[src/rtl/mem_port_arbiter.sv]
// mem_port_arbiter: shares the byte-wide memory port between fetch (IF) and load/store (LSB), serialising 1/2/4-byte accesses
module mem_port_arbiter #(
  parameter int ADDR_W = 32,
  parameter bit IO_STALL_EN = 1'b1
) (
  input  logic              clk_in,
  input  logic              rst_in,
  input  logic              rdy_in,
  input  logic              clr_in,
  input  logic              io_buffer_full,
  input  logic [7:0]        mem_din,
  output logic [7:0]        mem_dout,
  output logic [ADDR_W-1:0] mem_a,
  output logic              mem_wr,
  input  logic              if_req,
  input  logic [ADDR_W-1:0] if_addr,
  output logic              if_done,
  output logic [31:0]       if_data,
  input  logic              ls_req,
  input  logic              ls_wr,
  input  logic [1:0]        ls_len,
  input  logic [ADDR_W-1:0] ls_addr,
  input  logic [31:0]       ls_wdata,
  output logic              ls_done,
  output logic [31:0]       ls_rdata
);
  typedef enum logic [1:0] {IDLE, IF_RD, LS_RD, LS_WR} state_t;
  state_t state;
  logic [2:0] cnt, len;
  logic [31:0] wdata, rdata, rdata_nxt;
  logic [7:0] wbyte_nxt;
  logic [ADDR_W-1:0] a_inc;
  logic accept, stall_new, stall_inc, stall_cur;
  always_comb begin
    a_inc = mem_a + ADDR_W'(1);
    rdata_nxt = rdata | ({24'b0, mem_din} << {cnt - 3'd1, 3'b0});
    wbyte_nxt = 8'(wdata >> {cnt + 3'd1, 3'b0});
    accept = !clr_in && !if_done && !ls_done && (if_req || ls_req);
    stall_new = IO_STALL_EN && io_buffer_full && (ls_addr[17:16] == 2'b11);
    stall_inc = IO_STALL_EN && io_buffer_full && (a_inc[17:16] == 2'b11);
    stall_cur = IO_STALL_EN && io_buffer_full && (mem_a[17:16] == 2'b11);
  end
  always_ff @(posedge clk_in or negedge rst_in) begin
    if (!rst_in) begin
      state <= IDLE;
      cnt <= 3'd0;
      len <= 3'd0;
      wdata <= 32'd0;
      rdata <= 32'd0;
      mem_a <= '0;
      mem_dout <= 8'd0;
      mem_wr <= 1'b0;
      if_done <= 1'b0;
      ls_done <= 1'b0;
      if_data <= 32'd0;
      ls_rdata <= 32'd0;
    end else if (rdy_in) begin
      if_done <= 1'b0;
      ls_done <= 1'b0;
      case (state)
        IDLE: if (accept) begin
          state <= ls_req ? (ls_wr ? LS_WR : LS_RD) : IF_RD;
          cnt <= 3'd0;
          rdata <= 32'd0;
          len <= !ls_req ? 3'd4 : ls_len == 2'd0 ? 3'd1 : ls_len == 2'd1 ? 3'd2 : 3'd4;
          mem_a <= ls_req ? ls_addr : if_addr;
          wdata <= ls_wdata;
          mem_dout <= ls_wdata[7:0];
          mem_wr <= ls_req && ls_wr && !stall_new;
        end
        IF_RD, LS_RD: if (clr_in) begin
          state <= IDLE;
          cnt <= 3'd0;
        end else begin
          cnt <= cnt + 3'd1;
          if (cnt != 3'd0) rdata <= rdata_nxt;
          if (cnt + 3'd1 < len) mem_a <= a_inc;
          if (cnt == len) begin
            state <= IDLE;
            cnt <= 3'd0;
            if_done <= state == IF_RD;
            ls_done <= state == LS_RD;
            if (state == IF_RD) if_data <= rdata_nxt;
            else ls_rdata <= rdata_nxt;
          end
        end
        LS_WR: if (!mem_wr) mem_wr <= !stall_cur;
        else if (cnt + 3'd1 == len) begin
          state <= IDLE;
          cnt <= 3'd0;
          mem_wr <= 1'b0;
          ls_done <= 1'b1;
        end else begin
          cnt <= cnt + 3'd1;
          mem_a <= a_inc;
          mem_dout <= wbyte_nxt;
          mem_wr <= !stall_inc;
        end
      endcase
    end
  end
endmodule

[config.mk]
export PLATFORM = sky130hd
export DESIGN_NAME = mem_port_arbiter
export DESIGN_NICKNAME = d
export VERILOG_FILES = /design/src/rtl/mem_port_arbiter.sv
export SDC_FILE = /design/constraint.sdc
export NUM_CORES = 1
export LEC_CHECK = 0
export ABC_CLOCK_PERIOD_IN_PS = 3800
export BUFFER_PORTS_ARGS = -buffer_cell sky130_fd_sc_hd__buf_2
export CAP_MARGIN = 20
export CELL_PAD_IN_SITES_DETAIL_PLACEMENT = 1
export CELL_PAD_IN_SITES_GLOBAL_PLACEMENT = 1
export CORE_MARGIN = 4
export CORE_UTILIZATION = 30
export DETAILED_ROUTE_END_ITERATION = 7
export PLACE_DENSITY_LB_ADDON = 0.1
export SYNTH_ARGS = -nofsm -noshare
export SYNTH_HDL_FRONTEND = slang
export SYNTH_SLANG_ARGS = --single-unit
export TNS_END_PERCENT = 5
[constraint.sdc]
create_clock -name clk_in -period 3.8 [get_ports clk_in]
set_input_delay 0.76 -clock clk_in [delete_from_list [all_inputs] [get_ports clk_in]]
set_output_delay 0.76 -clock clk_in [all_outputs]
set_load 0.02 [all_outputs]
; Word level (Yosys, flattened, before mapping)
; Cells that the tools add are included.
[op_classes]
add_sub_neg = 3
multipliers = 0
div = 0
n_lt_le_gt_ge = 1
eq_ne = 17
n_shift = 2
muxes = 44
bitwise_logic = 3
n_reduce_logical = 30
[op_table]
columns = op, count
row1 = $mux 32, 9
row2 = $pmux 32 s3, 1
row3 = $pmux 32 s2, 1
row4 = $add 32x1->32 const B, 1
row5 = $or 32x32->32, 1
row6 = $shl 8x6->32, 1
row7 = $shr 32x6->8, 1
row8 = $reduce_and 5->1, 5
row9 = $mux 3, 8
row10 = $mux 8, 3
row11 = $pmux 8 s2, 1
row12 = $ne 2x2->1 const B, 7
row13 = $mux 2, 6
row14 = $mux 1, 11
row15 = $eq 2x2->1 const B, 5
row16 = $pmux 3 s3, 1
row17 = $reduce_and 3->1, 3
row18 = $logic_and 1x1->1, 8
row19 = $eq 3x3->1, 2
row20 = $logic_not 1->1, 6
row21 = $pmux 2 s3, 1
row22 = $reduce_and 6->1, 1
row23 = $eq 2x1->1 const B, 2
row24 = $logic_not 2->1, 2
row25 = 10 further kinds, 13
[totals]
reg_bits = 179
latchBits = 0
ram_bits = 0
rom_bits = 0
input_bits = 114
out_inout_bits = 107
wordCells = 112
n_memories = 0

; Longest topological paths before layout
; Gate-level depths: netlist of the first run.
[depth]
depth_word = 7
mapped_depth = 11
depth_no_buf = 9

; Worst setup path before layout of the first run
; OpenSTA, ideal clock, no wires.
[synth_timing]
kind = register to register
startpoint = register cnt[0]
endpoint = register mem_a[29]
setup_ns = 0.120
t_arrival_ns = 3.150
setup_slack_ns = 0.530
stages_incl_launch_ff = 11
path_buffers = 2
synth_period_minus_slack_ns = 3.270
cell_sequence = dfrtp_1 clkbuf_1 inv_1 ha_1 ha_1 nand3_1 a21oi_1 or3_1 clkbuf_1 or4_1 and3_1
[synth_via]
elab_chain_cells = 4
[synth_rtl]
columns = element, line
row1 = "start, declared", 29  ; logic [2:0] cnt, len;
row2 = "start signal, assigned", 75  ; cnt <= cnt + 3'd1;
row3 = "start signal, assigned", 94  ; cnt <= cnt + 3'd1;
row4 = $add 3x1->3 (*), "77, 88"
row5 = $lt 3x3->1 / $eq 3x3->1 (equally long branches), "77, 88"
row6 = $ne 2x2->1 (no line), -
row7 = $reduce_and 6->1 (no line) (*), -
row8 = "end signal, assigned", 66  ; mem_a <= ls_req ? ls_addr : if_addr;
row9 = "end signal, assigned", 77  ; if (cnt + 3'd1 < len) mem_a <= a_inc;
row10 = "end signal, assigned", 95  ; mem_a <= a_inc;
row11 = "end, declared", 13  ; output logic [ADDR_W-1:0] mem_a,
; Mark *: on every way between the ends. The rest lies on a longest branch, timed or not.
; A chain may end at the register's enable or synchronous reset.

; Worst setup path after layout of the first run
[layout_timing]
startpoint = register cnt[0]
endpoint = register mem_a[3]
; Same word-level chain as after synthesis.

==> results of run 1 <==
==> final timing paths <==
path	start	end	slack, ns	cells after the start
setup / recovery	cnt[0]$_DFFE_PN0P_	mem_a[3]$_DFFE_PN0P_	0.48	9
hold / removal	rst_in	if_data[7]$_DFFE_PN0P_	0.34	1
setup reg to reg	cnt[0]$_DFFE_PN0P_	mem_a[3]$_DFFE_PN0P_	0.48	9
hold reg to reg	ls_rdata[29]$_DFFE_PN0P_	ls_rdata[29]$_DFFE_PN0P_	0.48	2
max in group asynchronous	rst_in	ls_rdata[1]$_DFFE_PN0P_	2.51	2
min in group clk_in	ls_rdata[29]$_DFFE_PN0P_	ls_rdata[29]$_DFFE_PN0P_	0.48	2
==> Yosys cell counts (17+ instances only) <==
| cell type | number |
|---|---|
| nand3_1 | 26 |
| mux2_2 | 45 |
| dfrtp_1 | 179 |
| a21oi_1 | 57 |
| inv_1 | 31 |
| nand2_1 | 110 |
| nor4_1 | 22 |
| a22o_1 | 35 |
| nor3_1 | 17 |
| nor2_1 | 33 |
| o21ai_0 | 93 |
| clkbuf_1 | 43 |
==> cells in the final DEF (no fill, tap or decap), types with 15 or more instances in the layout <==
| master | netlist | final |
|---|---|---|
| buf_2 | 5 | 219 |
| dfrtp_1 | 179 | 179 |
| nand2_1 | 110 | 110 |
| o21ai_0 | 93 | 93 |
| a21oi_1 | 57 | 57 |
| mux2_2 | 45 | 45 |
| a22o_1 | 35 | 35 |
| nor2_1 | 33 | 33 |
| inv_1 | 31 | 31 |
| nand3_1 | 26 | 25 |
| buf_4 | 0 | 21 |
| nor4_1 | 22 | 20 |
| clkbuf_16 | 0 | 17 |
| nor3_1 | 17 | 16 |
| mux2i_1 | 15 | 15 |
==> sequential cells by signal (all words and copies together) (netlist names) <==
register	count
if_data	32
ls_rdata	32
mem_a	32
rdata	32
wdata	32
mem_dout	8
cnt	3
len	3
state	2
if_done	1
ls_done	1
mem_wr	1
==> metal layers <==
metal | up-vias | routed length (um) | GRT usage [%] | part of all wire, %
li1 | 3517 | - | - | -
met1 | 3594 | 12700 | 24.13 | 47
met2 | 162 | 12810 | 28.52 | 47
met3 | 26 | 1337 | 4.069 | 4.9
met4 | 6 | 204 | 2.900 | 0.75
met5 | - | 28 | 0 | 0.10
==> worst max-delay path: stages, from the launching register on <==
cell	delay, ns
dfrtp_1	0.45
ha_1	0.26
xnor2_1	0.20
inv_1	0.06
ha_1	0.31
nand3_1	0.17
a21oi_1	0.55
or4_1	0.75
o22ai_1	0.20
a311oi_1	0.27
==> power groups by stage <==
stage                     registers, mW  logic, mW  clock network, mW
after global placement             2.90       2.98                  0
final                              2.88       2.98               1.84
after floorplan                    3.17       1.70                  0
after global routing               2.97       3.33               2.00
after CTS                          2.88       3.04               1.91
after detailed placement           2.91       3.03                  0
==> cell families (layout without fill, tap and decap cells) <==
family,Yosys count,in the layout
simple gates,265,265
mux,68,68
buf+inv,92,305
xor+xnor,6,6
compound gates,243,243
flops,179,179
fa+ha+maj,12,12
==> per-stage QoR <==
step	cells	utilization (%)	hold WS, ns	area (sq um)
after floorplan	865	-	0.4452	8651
after global placement	1424	36.31	0.4576	10200
after detailed placement	1424	36.31	0.4669	10200
after CTS	1456	38.53	0.3610	10820
after global routing	1456	38.53	0.3627	10820
final	1456	38.53	0.3364	10820
==> layout make-up <==
cell class              count  area share [%]
clock inverters            15           1.827
multi-input cells         594           35.51
clock buffers              17           3.931
repair buffers            242           11.90
well taps                 378           4.370
flip-flops and latches    179           41.39
inverters                  31           1.075
==> metrics.txt, run 1 <==
outcome completed; Syn Inst Count 865; WL per Instance 18.60 um; clock buffer depth 2; vias in the first global route 7646; share of layout cells above drive strength 1 31.63%; Rows 61; FF+latch area 4479 sq um; Synth Area in XOR/XNOR 0.6075%; setup_tns 0 ns; Setup-failing EPs final 0; CTS Buf Count 17; multiplexer share of the synthesized area 9.676%; synth top area cells dfrtp_1 52%, mux2_2 5.9%, o21ai_0 5.4%; switching share of power 41.26%; Final Hold Viols 0; die span in x 177.8 um; sw power 3.176 mW; core area 28090 sq um; global-route wire length before repair 43650 um; Synth Area in Compound Gates 17.47%; Startpoint Class register; Die Ht 177.8 um; die area 31620 sq um; PwrDens 711.4 nW/um^2; Initial Util 30.80%; Max-Cap Viols 0; Max IR drop VDD 0.0003212 V; Total Power 7.698 mW; Setup Skew 0.01692 ns; Yosys cell types 52; Clock Latency Late Sink 0.43 ns; Critical Path RT 4.13 ns; largest net degree at the start of global routing 75; Port Buffers 220; Crit. End Element register; io pins 221; Int Pwr 4.522 mW; Syn Area/Cell 10.00 sq um; Simple-Gate Fraction of Synth Area 14.67%; worst setup margin 0.4821 ns; nets@finish 1191; ys async rst share 100.0%; Flop pwr share 37.4%; post-cts resize count 0; clock period minus worst slack 3.318 ns; Multi-input gate area 3842 sq um; EDFF count, synth 0; initial antenna violation count 3; Setup Slack @ Placement 0.4935 ns; Syn-to-layout area delta 25.09%; post-DP HPWL 19190 um; number of diodes 0; register area share after synthesis 51.78%; clock tree sinks 179; Slew Viols, Final 0; Synth Cell Area 8651 sq um; Post-Route WL 27090 um; largest family of logic cells by synthesized area compound AO/OA/AOI/OAI gates; power share of the combinational group 38.7%; drt first-iter violations 355; critical path class reg -> reg; period utilization 87.31%; RePlAce Congestion 0.7715; Yosys warning total 0; Max FO, Critical Path 17; RSZ-0062 raised after global routing no; Vias/cell 5.017; Hold Crit Class in -> async; H-tree depth 4; Leak 5.063 nW; Arr. time, crit path 3.65 ns; Yosys top cell by area dfrtp_1; ys flop type dfrtp_1; flops & latches, synth 179; total grt overflow 0; Yosys top cell area share 51.78%; max_slew headroom 39.18%; TritonRoute pass-1 iters 4; Hold-fix buffers, CTS 0; power share of the clock group 23.9%; Adder-Cell Fraction of Synth Area 1.736%; CTS tree yes; Vias 7305; DRC viols 0; syn nets 991; worst-margin pin slew 0.9054 ns; CTS clock-pin slew for the worst setup and hold paths 0.08 ns; Setup Buffers After CTS 0; Fill cells 3296; antenna-violating nets left 0; CTS root buffer clkbuf_16; Fmax 0.3014 GHz; GRT Total Usage 17.46%
(Power assumes the default switching activity.)
==> run 2: changes to the inputs <==
--- a/config.mk
+++ b/config.mk
@@ -5,12 +5,11 @@
 export SDC_FILE = /design/constraint.sdc
 export NUM_CORES = 1
 export LEC_CHECK = 0
-export ABC_CLOCK_PERIOD_IN_PS = 3800
+export ABC_CLOCK_PERIOD_IN_PS = 2700
 export BUFFER_PORTS_ARGS = -buffer_cell sky130_fd_sc_hd__buf_2
 export CAP_MARGIN = 20
 export CELL_PAD_IN_SITES_DETAIL_PLACEMENT = 1
 export CELL_PAD_IN_SITES_GLOBAL_PLACEMENT = 1
-export CORE_MARGIN = 4
 export CORE_UTILIZATION = 30
 export DETAILED_ROUTE_END_ITERATION = 7
 export PLACE_DENSITY_LB_ADDON = 0.1
==> constraint.sdc (replaced) <==
create_clock -name clk_in -period 2.7 [get_ports clk_in]
set_input_delay 0.54 -clock clk_in [delete_from_list [all_inputs] [get_ports clk_in]]
set_output_delay 0.54 -clock clk_in [all_outputs]
set_load 0.02 [all_outputs]
==> run 2 against run 1 <==
Compared with the run above: sequential share of layout area down 1.4 points; sequential cell count unchanged; die area down 6.6%; maximum frequency up 28%; clock power up 41%; utilization up 1.4 points; highest routed layer is now met4; largest cell class unchanged; final area up 3.5%.
==> metrics.txt, run 2 (synthesis gave the netlist of run 1 again) <==
RePlAce Congestion 0.7486; outcome completed; Slew Viols, Final 0; Max-Cap Viols 0; CTS clock-pin slew for the worst setup and hold paths 0.08 ns; nets@finish 1215; period utilization 95.64%; CTS tree yes; GRT Total Usage 19.02%; hold_ws 0.07880 ns; vias in the first global route 7823; Hold-fix buffers, CTS 0; worst-margin pin slew 0.6125 ns; critical path class reg -> reg; share of layout cells above drive strength 1 34.30%; Vias/cell 5.014; RR Endpoint mem_a[7]$_DFFE_PN0P_; largest net degree at the start of global routing 62; DRC viols 0; FF-to-FF Start cnt[1]$_DFFE_PN0P_; Port Buffers 220; core area 28090 sq um; worst setup margin 0.1178 ns; Startpoint Class register; post-DP HPWL 19020 um; reg2reg path depth 10; Setup-failing EPs final 0; io pins 221; H-tree depth 4; Rows 61; global-route wire length before repair 43370 um; Vias 7420; post-cts resize count 0; Hold Crit Class in -> async; Crit. End Element register; Arr. time, crit path 2.95 ns; Syn-to-layout area delta 29.53%; commonest non-fill, non-tap cells in the layout 219 x buf_2, 178 x dfrtp_1, 110 x nand2_1; Setup Buffers After CTS 0; die area 29520 sq um; Die Ht 171.8 um; Critical Path RT 3.07 ns; PwrDens 1001 nW/um^2; Max IR drop VDD 0.0003854 V; Critical Path Start cnt[1]$_DFFE_PN0P_; Clock Latency Late Sink 0.43 ns; antenna-violating nets left 0; Leak 5.220 nW; number of diodes 0; worst reg2reg setup slack 0.12 ns; clock tree sinks 179; Fmax 0.3873 GHz; CTS Buf Count 17; initial antenna violation count 0; CTS root buffer clkbuf_16; drt first-iter violations 349; Max FO, Critical Path 9; Critical Path End mem_a[7]$_DFFE_PN0P_; Setup Slack @ Placement -0.07371 ns; total grt overflow 0; clock buffer depth 2; Final Hold Viols 0; Initial Util 30.80%; Post-Route WL 26730 um; Setup Skew 0.01330 ns; max_slew headroom 59.01%; TritonRoute pass-1 iters 4; WL per Instance 18.06 um; die span in x 171.8 um; commonest non-fill, non-tap cell in the layout buf_2; clock period minus worst slack 2.582 ns
-- run 2: metrics by stage --
| step | setup TNS (ns) | std cells | util (%) | power [mW] | instance area, sq um |
|---|---|---|---|---|---|
| 3_3_place_gp | -0.009007 | 1448 | 37.63 | 8.623 | 10570 |
| 6_report | 0 | 1480 | 39.90 | 11.22 | 11210 |
| 3_5_place_dp | -0.1142 | 1448 | 37.63 | 8.719 | 10570 |
| 4_1_cts | 0 | 1480 | 39.83 | 11.39 | 11190 |
| 2_1_floorplan | 0 | 865 | - | 6.980 | 8765 |
| 5_1_grt | -0.01842 | 1480 | 39.90 | 12.02 | 11210 |
-- run 2: per-layer routing --
layer  GRT usage (%)  share of wire, %  up-vias
li1                -                 -     3571
met1           25.50                47     3669
met2           31.49                47      161
met3           3.797               4.4       19
met4           4.348               1.0        0
met5               0                 0        -
-- run 2: layout make-up --
class	count	area, sq um
clock buffer	18	429.2
clock inverter	14	187.7
fill	3234	16880
inverter	31	120.1
multi-input combinational	594	3960
sequential	179	4481
tap	378	473.0
timing repair buffer	266	1555
-- run 2: worst max-delay path, stage by stage (launching register included) --
cell and delay [ns]:
dfrtp_1 0.43, ha_4 0.21, xnor2_4 0.15, inv_1 0.08
ha_4 0.24, a211oi_2 0.23, a21boi_2 0.09, or3_4 0.35
buf_4 0.18, or4_1 0.46, nand3_1 0.09
-- run 2: how the worst min path moves through the flow --
| stage | slack [ns] | from | endpoint |
|---|---|---|---|
| global route | 0.10 | rst_in | if_data[5]$_DFFE_PN0P_ |
| finish | 0.08 | rst_in | if_data[5]$_DFFE_PN0P_ |
| global placement | 0.46 | if_data[8]$_DFFE_PN0P_ | if_data[8]$_DFFE_PN0P_ |
| CTS | 0.10 | rst_in | if_data[5]$_DFFE_PN0P_ |
| floorplan | 0.24 | rst_in | cnt[0]$_DFFE_PN0P_ |
| detailed placement | 0.47 | if_data[19]$_DFFE_PN0P_ | if_data[19]$_DFFE_PN0P_ |
-- run 2: where the power goes --
group | total, mW | internal [mW] | switching [mW] | leakage (nW)
clock network | 2.60 | 1.34 | 1.25 | 0.295
registers | 4.07 | 3.43 | 0.636 | 2.35
logic | 4.55 | 1.90 | 2.65 | 2.57
total | 11.2 | 6.68 | 4.54 | 5.22
